[src/rtl/mux_rr_arb_if.sv]
// Handshake bundle between N producers, the arbitrating mux and one consumer.
// The slave modport is the arbiter's view; master is the producers/consumer side.
interface mux_rr_arb_if #(
    parameter int WIDTH    = 8,
    parameter int CHANNELS = 4
);
    localparam int IDXW = $clog2(CHANNELS);

    logic [CHANNELS-1:0]       in_valid;
    logic [CHANNELS*WIDTH-1:0] in_data;
    logic [CHANNELS-1:0]       in_ready;
    logic                      out_valid;
    logic                      out_ready;
    logic [WIDTH-1:0]          out_data;
    logic [IDXW-1:0]           out_chan;

    modport slave (
        input  in_valid,
        input  in_data,
        output in_ready,
        output out_valid,
        input  out_ready,
        output out_data,
        output out_chan
    );

    modport master (
        output in_valid,
        output in_data,
        input  in_ready,
        input  out_valid,
        output out_ready,
        input  out_data,
        input  out_chan
    );
endinterface

[src/rtl/mux_rr_arb.sv]
// N-channel arbitrating multiplexer with a one-deep registered output tagged by
// the winning channel; round-robin or fixed-priority grant selected by RR_MODE.
module mux_rr_arb #(
    parameter int WIDTH    = 8,
    parameter int CHANNELS = 4,
    parameter int RR_MODE  = 1,
    parameter int IDXW     = $clog2(CHANNELS)
) (
    input logic                clk,
    input logic                rst_n,
    mux_rr_arb_if.slave        bus
);

    logic [IDXW-1:0]     ptr;
    logic [CHANNELS-1:0] grant;
    logic [IDXW-1:0]     gidx;
    logic [WIDTH-1:0]    sel_data;
    logic                found;
    logic                load_en;
    logic                xfer;
    int                  idx;

    assign load_en = !bus.out_valid || bus.out_ready;

    // Scan from the pointer (or from 0 in fixed-priority mode) and take the first requester.
    always_comb begin
        grant = '0;
        gidx  = '0;
        found = 1'b0;
        idx   = 0;
        for (int k = 0; k < CHANNELS; k++) begin
            idx = (RR_MODE != 0) ? ((int'(ptr) + k) % CHANNELS) : k;
            if (!found && bus.in_valid[IDXW'(idx)]) begin
                found                = 1'b1;
                grant[IDXW'(idx)]    = 1'b1;
                gidx                 = IDXW'(idx);
            end
        end
    end

    always_comb begin
        sel_data = '0;
        for (int i = 0; i < CHANNELS; i++) begin
            if (grant[i]) begin
                sel_data = bus.in_data[i*WIDTH +: WIDTH];
            end
        end
    end

    // Reset gating keeps every producer stalled while the block is held in reset.
    assign bus.in_ready = rst_n ? (grant & {CHANNELS{load_en}}) : '0;
    assign xfer         = |bus.in_ready;

    always_ff @(posedge clk or negedge rst_n) begin
        if (!rst_n) begin
            bus.out_valid <= 1'b0;
            bus.out_data  <= '0;
            bus.out_chan  <= '0;
            ptr           <= '0;
        end else if (load_en) begin
            if (xfer) begin
                bus.out_valid <= 1'b1;
                bus.out_data  <= sel_data;
                bus.out_chan  <= gidx;
                ptr           <= (gidx == IDXW'(CHANNELS-1)) ? '0 : gidx + 1'b1;
            end else begin
                bus.out_valid <= 1'b0;
            end
        end
    end

    a_onehot_ready: assert property (@(posedge clk) disable iff (!rst_n)
        $onehot0(bus.in_ready));

    a_stall_no_ready: assert property (@(posedge clk) disable iff (!rst_n)
        (bus.out_valid && !bus.out_ready) |-> (bus.in_ready == '0));

    a_stall_stable: assert property (@(posedge clk) disable iff (!rst_n)
        (bus.out_valid && !bus.out_ready) |=>
            (bus.out_valid && $stable(bus.out_data) && $stable(bus.out_chan)));

endmodule

[src/flat_wrapper.sv]
// flat-port wrapper written by rule: the top's interface ports become plain ports
module mux_rr_arb_flat 
#(
    parameter int WIDTH    = 8,
    parameter int CHANNELS = 4,
    parameter int RR_MODE  = 1,
    parameter int IDXW     = $clog2(CHANNELS)
)
  (clk, rst_n, bus_in_valid, bus_in_data, bus_in_ready, bus_out_valid, bus_out_ready, bus_out_data, bus_out_chan);
  mux_rr_arb_if #(.WIDTH(WIDTH), .CHANNELS(CHANNELS)) bus_i ();
  input logic clk;
  input logic rst_n;
  input wire logic [$bits(bus_i.in_valid)-1:0] bus_in_valid;
  input wire logic [$bits(bus_i.in_data)-1:0] bus_in_data;
  output wire logic [$bits(bus_i.in_ready)-1:0] bus_in_ready;
  output wire logic [$bits(bus_i.out_valid)-1:0] bus_out_valid;
  input wire logic [$bits(bus_i.out_ready)-1:0] bus_out_ready;
  output wire logic [$bits(bus_i.out_data)-1:0] bus_out_data;
  output wire logic [$bits(bus_i.out_chan)-1:0] bus_out_chan;
  assign bus_i.in_valid = bus_in_valid;
  assign bus_i.in_data = bus_in_data;
  assign bus_in_ready = bus_i.in_ready;
  assign bus_out_valid = bus_i.out_valid;
  assign bus_i.out_ready = bus_out_ready;
  assign bus_out_data = bus_i.out_data;
  assign bus_out_chan = bus_i.out_chan;
  mux_rr_arb #(.WIDTH(WIDTH), .CHANNELS(CHANNELS), .RR_MODE(RR_MODE), .IDXW(IDXW)) u_core (.clk(clk), .rst_n(rst_n), .bus(bus_i));
endmodule
[config.mk]
export PLATFORM = sky130hd
export DESIGN_NAME = mux_rr_arb_flat
export DESIGN_NICKNAME = d
export VERILOG_FILES = /design/src/rtl/mux_rr_arb_if.sv /design/src/rtl/mux_rr_arb.sv /design/src/flat_wrapper.sv
export SDC_FILE = /design/constraint.sdc
export NUM_CORES = 1
export LEC_CHECK = 0
export BUFFER_PORTS_ARGS = -buffer_cell sky130_fd_sc_hd__buf_2
export CORE_ASPECT_RATIO = 1.2
export CORE_MARGIN = 2
export CORE_UTILIZATION = 45
export CTS_CLUSTER_DIAMETER = 30
export DETAILED_ROUTE_END_ITERATION = 10
export PLACE_DENSITY_LB_ADDON = 0.1
export RECOVER_POWER = 100
export SLEW_MARGIN = 40
export SYNTH_ARGS = -nofsm -noshare
export SYNTH_HDL_FRONTEND = slang
export SYNTH_SLANG_ARGS = --single-unit
[constraint.sdc]
create_clock -name clk -period 3.5 [get_ports clk]
set_clock_uncertainty 0.15 [all_clocks]
set_input_delay 0.35 -clock clk [delete_from_list [all_inputs] [get_ports clk]]
set_output_delay 0.35 -clock clk [all_outputs]
set_load 0.1 [all_outputs]
# --- After elaboration in Yosys (flattened, before gate mapping) ---
# Index checks and enable logic that the tools add are counted.
totals:
  reg_bits: 13
  n_memories: 0
  latchBits: 0
  ramBits: 0
  rom_bits: 0
  inputBits: 39
  output_inout_bits: 15
classes:
  bitwise: 4
  reduce_logical: 14
  n_mul: 0
  eq_ne: 1
  order_cmp: 8
  shift: 0
  div: 0
  muxes: 38
  addsub: 4
op_table:
  columns: ["cell", "n"]
  rows:
  - ["$mux W8", 4]
  - ["$mux W4", 5]
  - ["$lt A2 B4 Y1 const B", 4]
  - ["$mux W1", 16]
  - ["$or A4 B4 Y4", 3]
  - ["$mux W2", 5]
  - ["$bmux W1 S2", 4]
  - ["$demux W1 S2", 4]
  - ["$ge A2 B1 Y1 const B", 4]
  - ["$logic_and A1 B1 Y1", 7]
  - ["$add A2 B1 Y2 const B", 2]
  - ["$add A2 B2 Y2 const B", 2]
  - ["$and A4 B4 Y4", 1]
  - ["$logic_not A1 Y1", 4]
  - ["$reduce_or A4 Y1", 1]
  - ["$eq A2 B2 Y1 const B", 1]
  - ["$reduce_and A2 Y1", 1]
  - ["$logic_or A1 B1 Y1", 1]

# --- Longest topological paths before layout ---
depth:
  depth_word: 17
  depth_mapped: 13
  ltp_nobuf: 8

# --- Worst setup path after synthesis ---
# OpenSTA, ideal clock, no wires.
synth_path:
  kind: "reg2out"
  startpoint: "reg with a tool-made name"
  endpoint: "out bus_in_ready[1]"
  arrival_time_ns: 3.841
  stages_incl_launch_ff: 12
  setup_slack_ns: -0.841
  n_path_buf: 4
  cell_sequence: "dfrtp_1 buf_6 buf_2 inv_1 ha_1 buf_6 mux4_2 buf_6 nor3_4 a221oi_4 o2bb2ai_1 nor2_1"
synth_lines:
  columns: ["element", "line", "rtl"]
  rows:
  - ["end: declaration", "flat_wrapper.sv:15", "output wire logic [$bits(bus_i.in_ready)-1:0] bus_in_ready;"]

==> impl_metrics.py <==
metrics = {
    "outcome": {
        "status": "finished clean",
    },
    "run": {
        "drv_cap": 0,
    },
    "timing": {
        "timing.final.setup_violations": 0,
        "fin_setup_tns_ns": 0,
        "rsz0062_at_grt": "false",
        "slew_violations": 0,
        "final.period_utilization": 0.936,
        "clock.fmax_mhz": 305,
        "period_minus_ws_final_ns": 3.28,
        "final_hold_violating_endpoints": 0,
        "worst-slew-pin-transition_ns": 1.19,
        "max-slew-margin-rel": 0.210,
    },
    "logic_synthesis": {
        "combined_area_of_all_synthesized_cells_sq_mm": 0.00152,
        "yosys-top-cells-area": "sky130_fd_sc_hd__dfrtp_1 (21%), sky130_fd_sc_hd__ha_1 (6.6%), sky130_fd_sc_hd__o221ai_1 (5.2%), sky130_fd_sc_hd__a311oi_1 (4.6%), sky130_fd_sc_hd__o32ai_1 (4.6%)",
        "postSynthRegisterBits": 13,
        "synth.lib_cells_used.distinct": 59,
        "yosys_warns": 0,
        "synth-edff-count": 0,
        "postSynth.asyncResetShare": 1.00,
        "synthesis.area_per_instance_sq_um": 9.14,
        "synth.top_cell.area_share": 0.215,
        "postSynthNetCount": 213,
        "synth-seq-area-share": 0.215,
        "synth_largest_area_cell": "sky130_fd_sc_hd__dfrtp_1",
        "ys_dominant_reg_cell": "sky130_fd_sc_hd__dfrtp_1",
        "synth_cells": 166,
    },
    "setup_path": {
        "worstSetupPathType": "reg -> out",
        "worst_ep_arrival_time_ns": 2.78,
        "timing.critical_path.depth": 8,
        "critical_path_required_ns": 3.00,
        "critical_path_peak_fanout": 10,
        "worst_stage_delay_on_the_critical_path_ns": 0.65,
        "cp_num_buf_inv": 2,
        "timing.critical_path.from_type": "register",
        "setup.reg_to_reg.worst_slack_ns": 0.33,
        "cp_cell_sequence": "inv_1 > ha_1 > mux4_2 > nor3_4 > a221oi_4 > o2bb2ai_2 > nor2_4 > buf_4",
        "worst-r2r-cell-count": 9,
        "crit_slowest_cell": "sky130_fd_sc_hd__mux4_2",
        "cp_top_family": "multiplexers",
        "critPathCaptureType": "primary output",
    },
    "cts": {
        "hold_fix_buffers_cts": 1,
        "cts.htree.levels": 1,
        "cts.reportedPaths.clkPinSlew_ns": 0.06,
        "clkSinkCount": 13,
        "cts_setup_buffers": 0,
        "cts-root-to-sink-buffers": 2,
        "cts-root-buf": "sky130_fd_sc_hd__clkbuf_8",
        "cts_made_buffers": 3,
        "ctsResizeCount": 0,
        "tritoncts": "yes",
        "clock_latency_ns": 0.24,
    },
    "global_route": {
        "grt_pass1_wl_um": 7480,
        "antenna_violations_before_repair": 0,
        "gr-total-overflow": 0,
        "first_global_vias": 1583,
        "largest_net_degree_at_the_start_of_global_routing": 22,
        "gr-usage-all-layers": 0.249,
    },
    "floorplanning": {
        "fp-row-count": 23,
        "design.core.area_sq_mm": 0.00328,
        "effective_utilization_at_floorplan": 0.462,
        "design.die.area_sq_mm": 0.00385,
        "die-width_um": 57.0,
        "io_pins": 54,
        "floorplan.die.height_um": 67.6,
    },
    "placement": {
        "dp_hpwl_um": 3560,
        "globalplace.congestion": 0.957,
        "port-buffer-count": 53,
    },
    "layout": {
        "layout.filler_cells": 307,
        "area_growth_from_synthesis_to_layout_pct": 24.1,
        "most_common_cell_after_layout_fill_and_taps_aside": "sky130_fd_sc_hd__buf_2",
        "proportion_of_layout_cells_with_a_drive_suffix_above_1": 0.336,
        "insertedDiodeCount": 0,
        "nNetsFinal": 268,
        "final_cell_mix": "sky130_fd_sc_hd__buf_2 (37), sky130_fd_sc_hd__inv_1 (15), sky130_fd_sc_hd__dfrtp_1 (13), sky130_fd_sc_hd__clkbuf_1 (13)",
    },
    "route": {
        "avgRoutedWirePerCell_um": 17.7,
        "drt_wl_total_um": 4550,
        "route.vias.total": 1564,
        "post-route-drc-count": 0,
        "antenna_left": 0,
        "route.detailed.vias_per_inst": 6.09,
        "drt_pass1_iterations": 4,
        "drt_iter0_drc": 65,
    },
    "min_path": {
        "min-delay-path-class": "in -> reg",
        "holdPathStages": 3,
    },
}
[state kept, by name (all words and copies together), names as in the netlist, named ones only]
name / count
u_core.bus.out_chan: 2
u_core.bus.out_valid: 1
u_core.ptr: 1
u_core.bus.out_data: 8
[metrics by stage]
stage / setup WS [ns] / util / cell area (sq um) / hold WS (ns) / instances
finish: 0.224 / 0.574 / 1880 / 0.285 / 257
global route: 0.102 / 0.574 / 1880 / 0.314 / 257
CTS: 0.306 / 0.594 / 1950 / 0.284 / 257
detailed placement: 0.441 / 0.577 / 1890 / 0.120 / 252
global placement: 0.517 / 0.577 / 1890 / 0.112 / 252
floorplan: 0.0107 / - / 1550 / -0.0956 / 166
[worst paths after layout]
path	from	end
worst max-delay path	register	bus_in_ready[1]
worst min-delay path	bus_out_ready	u_core.bus.out_valid
worst max register to register	register	u_core.bus.out_data[0]
worst min register to register	u_core.bus.out_chan[1]	u_core.bus.out_chan[1]
max in group asynchronous	rst_n	u_core.bus.out_data[6]
min in group asynchronous	rst_n	u_core.bus.out_chan[0]
[layer usage]
metal  vias up  wire length (um)  GRT usage
met2        49              2520      0.489
met3         6               191     0.0345
li1        757                 -          -
met1       752              1770      0.282
met5         -                 0          0
met4         0                62     0.0610
[cell usage after synthesis (3+ instances only)]
cell / number
sky130_fd_sc_hd__a311oi_1: 8
sky130_fd_sc_hd__buf_6: 4
sky130_fd_sc_hd__ha_1: 8
sky130_fd_sc_hd__nor3_1: 4
sky130_fd_sc_hd__inv_1: 15
sky130_fd_sc_hd__mux2i_1: 6
sky130_fd_sc_hd__dfrtp_1: 13
sky130_fd_sc_hd__nor2_1: 8
sky130_fd_sc_hd__o221ai_1: 9
sky130_fd_sc_hd__clkbuf_1: 3
sky130_fd_sc_hd__buf_2: 4
sky130_fd_sc_hd__o32ai_1: 8
sky130_fd_sc_hd__nand2_1: 11
sky130_fd_sc_hd__nor3b_1: 3
sky130_fd_sc_hd__a221oi_1: 3
sky130_fd_sc_hd__a21oi_1: 11
[worst min-delay path, delay by kind of cell]
family | cells | cell delay [ns]
AO/OA/AOI/OAI | 1 | 0.07
AND/OR/NAND/NOR | 1 | 0.13
buffers and inverters | 1 | 0.08
[cell families after synthesis]
kind of cell / after synthesis / synth area share
multiplexers: 11 / 0.0916
XOR/XNOR: 2 / 0.0116
buffers and inverters: 29 / 0.104
AND/OR/NAND/NOR: 44 / 0.182
adder cells (fa/ha/maj): 8 / 0.0660
AO/OA/AOI/OAI: 59 / 0.330
flip-flops: 13 / 0.215
[cell type report]
| class | instances | area (sq um) | share of cell area |
|---|---|---|---|
| repair buffers | 64 | 350 | 0.186 |
| inverters | 15 | 56.3 | 0.0299 |
| clock buffers | 4 | 45.0 | 0.0239 |
| well taps | 37 | 46.3 | 0.0246 |
| multi-input cells | 124 | 1060 | 0.563 |
| flip-flops and latches | 13 | 325 | 0.173 |
Power is left out: the tool's default activity adds up to more than one toggle a clock period on the data nets, which glitch-free logic cannot reach.
